[src/rtl/frame_pingpong_writer.sv]
// frame_pingpong_writer: double-buffered LED matrix frame writer; fills the back bank row by row
// and swaps the displayed bank at a display frame boundary.
module frame_pingpong_writer #(
  parameter int ROWS = 7,
  parameter int COLS = 5,
  localparam int ROW_CNT_W = (ROWS > 1) ? $clog2(ROWS) : 1
) (
  input  logic                 clk,
  input  logic                 reset,
  input  logic                 pix_valid,
  input  logic [COLS-1:0]      pix_data,
  output logic                 pix_ready,
  input  logic                 clear,
  input  logic                 swap_ok,
  output logic [ROWS*COLS-1:0] bank0,
  output logic [ROWS*COLS-1:0] bank1,
  output logic                 sel,
  output logic                 disp_en,
  output logic                 frame_done,
  output logic [ROW_CNT_W-1:0] row_idx
);
  typedef enum logic {FILL, WAIT} state_t;
  localparam logic [ROW_CNT_W-1:0] LAST_ROW = ROW_CNT_W'(ROWS - 1);
  state_t state, state_n;
  logic accept, swap, last;
  // clear overrides both the row write and the swap in the same cycle
  always_comb begin
    last = row_idx == LAST_ROW;
    accept = state == FILL && pix_valid && pix_ready && !clear;
    swap = state == WAIT && swap_ok && !clear;
    state_n = clear ? FILL : (accept && last) ? WAIT : swap ? FILL : state;
  end
  always_ff @(posedge clk)
    if (reset) state <= FILL;
    else state <= state_n;
  // writes only ever target the bank not being displayed (~sel)
  always_ff @(posedge clk)
    if (reset) begin
      pix_ready <= 1'b0;
      frame_done <= 1'b0;
      bank0 <= '0;
      bank1 <= '0;
      sel <= 1'b0;
      disp_en <= 1'b0;
      row_idx <= '0;
    end else begin
      pix_ready <= state_n == FILL;
      frame_done <= swap;
      if (clear) row_idx <= '0;
      else if (accept) begin
        if (sel) bank0[row_idx*COLS +: COLS] <= pix_data;
        else bank1[row_idx*COLS +: COLS] <= pix_data;
        row_idx <= last ? row_idx : row_idx + 1'b1;
      end else if (swap) begin
        sel <= ~sel;
        disp_en <= 1'b1;
        row_idx <= '0;
      end
    end
endmodule

[config.mk]
export PLATFORM = sky130hd
export DESIGN_NAME = frame_pingpong_writer
export DESIGN_NICKNAME = d
export VERILOG_FILES = /design/src/rtl/frame_pingpong_writer.sv
export SDC_FILE = /design/constraint.sdc
export NUM_CORES = 1
export LEC_CHECK = 0
export CAP_MARGIN = 10
export CELL_PAD_IN_SITES_DETAIL_PLACEMENT = 1
export CELL_PAD_IN_SITES_GLOBAL_PLACEMENT = 1
export CORE_UTILIZATION = 41
export DETAILED_ROUTE_END_ITERATION = 10
export PLACE_DENSITY_LB_ADDON = 0.1
export SLEW_MARGIN = 15
export SYNTH_ARGS = -nofsm -noshare
export SYNTH_HDL_FRONTEND = slang
export SYNTH_SLANG_ARGS = --single-unit
[constraint.sdc]
create_clock -name clk -period 3.65 [get_ports clk]
set_input_delay 0.9125 -clock clk [delete_from_list [all_inputs] [get_ports clk]]
set_output_delay 0.9125 -clock clk [all_outputs]
set_load 0.05 [all_outputs]
==> reports/results.tsv <==
metric	value	unit
synth_ff_type	dfxtp_1	
num-nets-final	413	
skew	0.00604	ns
drt_wl_total	8590	microns
n_fill_cell	902	
path_max_fanout	11	
portBuffers	86	
hp-class	register to register	
ant_nets	0	
synth_cell_types	37	
grt_start_max_net_pins	51	
drt_iter0_drc	71	
critPathSlowestCell	clkdlybuf4s50_1	
ir_drop	208	uV
hold_path_depth	2	
hold_violations	0	
synth_top_cell_by_area	dfxtp_1	
syn_area_per_cell	11.1	sq um
die-area	0.00894	sq mm
dr.pass1.iters	4	
status	completed	
track_usage	20.1	%
maxCapViolations	0	
dpl.cell_count	493	
gp_congestion	0.689	
setup_ws	0.734	ns
cts_max_level	3	
cts.sinks	78	
setup_violations	0	
synthMostInstantiatedCell	dfxtp_1	
synth-seq-cells	78	
utilization	56.4	%
min_to	disp_en	
startpoint_type	register	
syn-instance-count	316	
clock_path_buffers	2	
dpl.hpwl	5970	microns
numCtsBuffers	9	
min_period_over_period	79.9	%
synth_commonest_cells	dfxtp_1, nand2b_1, mux2i_1, nand3_1, clkbuf_1	
rr_worst_depth	6	
reg2reg_from	row_idx[0]	
fp.coreArea	0.00826	sq mm
wl_per_cell	16.9	microns
crit_buf_inv	1	
die_w	94.5	microns
num_io_pins	87	
postSynth.asyncResetShare	0	%
crit_family	buffers and inverters	
synth_top_area_share	44.5	%
path_clk_slew	0.08	ns
syn-num-nets	330	
die_h	94.5	microns
p_per_area	358	mW/mm^2
ys_seq_area_share	44.5	%
initial_core_util	42.5	%
multiInputGateArea	0.00185	sq mm
synthesis.area	0.00351	sq mm
max_slew_margin	57.1	%
synthTopCellsByArea	dfxtp_1, mux2i_1, nand2b_1, nand4_4, nand3_1	
crit_path_end_kind	output pin	
drive_gt1_share	10.2	%
stdcell_count	508	
r2r_end	bank1[15]	
via_count	2577	
rsz0062_at_grt	no	
synth-edff-count	0	
regArea	0.00156	sq mm
crit_arrival	2.00	ns
path_class	register to output pin	
setup_tns	0	ns
grt_pass1_vias	2670	
diodes	0	
clock_latency	0.34	ns
slew_viol_final	0	
startpoint	row_idx[2]	
leakage	2.13	nW
area_growth	32.6	%
cts_resized	0	
required	2.74	ns
postCtsSetupBuffers	0	
worst_pin_slew	0.643	ns
max_freq	343	MHz
path_cells	clkdlybuf4s50_1	
cp_slowest_stage_delay	0.92	ns
cts_tree	yes	
cts_hold_buf	0	
cts_root_buf	clkbuf_8	
yosys_warnings	0	
r2r_slack	1.34	ns
dp_slack	0.775	ns
remaining_drc_errors	0	
fp-row-count	33	
grt_pass1_wl	13600	microns
overflow	0	
period_minus_slack	2.92	ns
hold_start	disp_en	
antenna_found_initial	0	
viasPerCell	5.07	
## metrics by stage
step           power, mW  hold slack [ns]  area (sq um)
2_1_floorplan      0.929            0.577          3510
5_1_grt             1.72            0.499          4660
3_5_place_dp       0.957            0.445          4440
4_1_cts             1.68            0.458          4660
6_report            1.67            0.454          4660
3_3_place_gp       0.956            0.434          4440
## area by class of cell
type / instances / share of cell area (%)
multi-input combinational: 217 / 39.6
sequential: 78 / 33.5
timing repair buffer: 90 / 19.0
clock buffer: 11 / 3.25
tap: 105 / 2.82
clock inverter: 4 / 1.50
inverter: 3 / 0.242
## worst max path at each step
stage,endpoint,slack [ns],cells after the start
2_1_floorplan,bank1[15],1.32,8
3_3_place_gp,bank1[13],0.83,5
3_5_place_dp,bank0[33],0.78,5
4_1_cts,row_idx[2],0.72,1
5_1_grt,row_idx[2],0.63,1
6_report,row_idx[2],0.73,1
## logic make-up (layout without fill, tap and decap cells)
group / after synthesis / count (layout) / share of synthesized area (%)
simple gates: 128 / 128 / 26.8
flops: 78 / 78 / 44.5
mux: 70 / 70 / 20.0
buf+inv: 21 / 108 / 3.17
compound gates: 11 / 11 / 2.67
fa+ha+maj: 4 / 4 / 1.43
xor+xnor: 4 / 4 / 1.53
## placed cells by master (no fill, tap or decap), types with 2 or more instances in the layout
| master | count |
|---|---|
| a21oi_1 | 5 |
| and2_1 | 2 |
| buf_4 | 4 |
| bufinv_16 | 2 |
| clkbuf_8 | 11 |
| clkdlybuf4s50_1 | 85 |
| clkinv_2 | 2 |
| dfxtp_1 | 78 |
| ha_1 | 4 |
| inv_1 | 3 |
| mux2i_1 | 70 |
| nand2_1 | 5 |
| nand2b_1 | 75 |
| nand3_1 | 14 |
| nand4_4 | 5 |
| nand4b_2 | 3 |
| nand4b_4 | 2 |
| nor2_1 | 4 |
| nor2b_1 | 5 |
| nor3b_1 | 2 |
| o211ai_1 | 3 |
| xor2_1 | 2 |
## worst reg2reg max path, stage by stage (launching register included)
cell      delay, ns
dfxtp_1        0.64
inv_1          0.18
ha_1           0.39
xnor2_2        0.32
buf_4          0.29
nand4b_4       0.20
mux2i_1        0.23
## flip-flops by register name (all words and copies together), names as in the netlist
name,flops
state,1
frame_done,1
bank0,35
pix_ready,1
sel,1
bank1,35
row_idx,3
disp_en,1
## metal layers
layer | GRT usage [%] | wire [microns] | vias up
met4 | 8.46 | 107 | 0
met5 | 0 | 0 | -
met1 | 24.9 | 3850 | 1259
li1 | - | - | 1247
met2 | 34.2 | 4290 | 62
met3 | 3.70 | 334 | 9
## where the power goes
group,internal [mW],switching [mW]
Clock,0.417,0.314
Sequential,0.853,0.00253
Combinational,0.0341,0.0473
(Power assumes the default switching activity.)
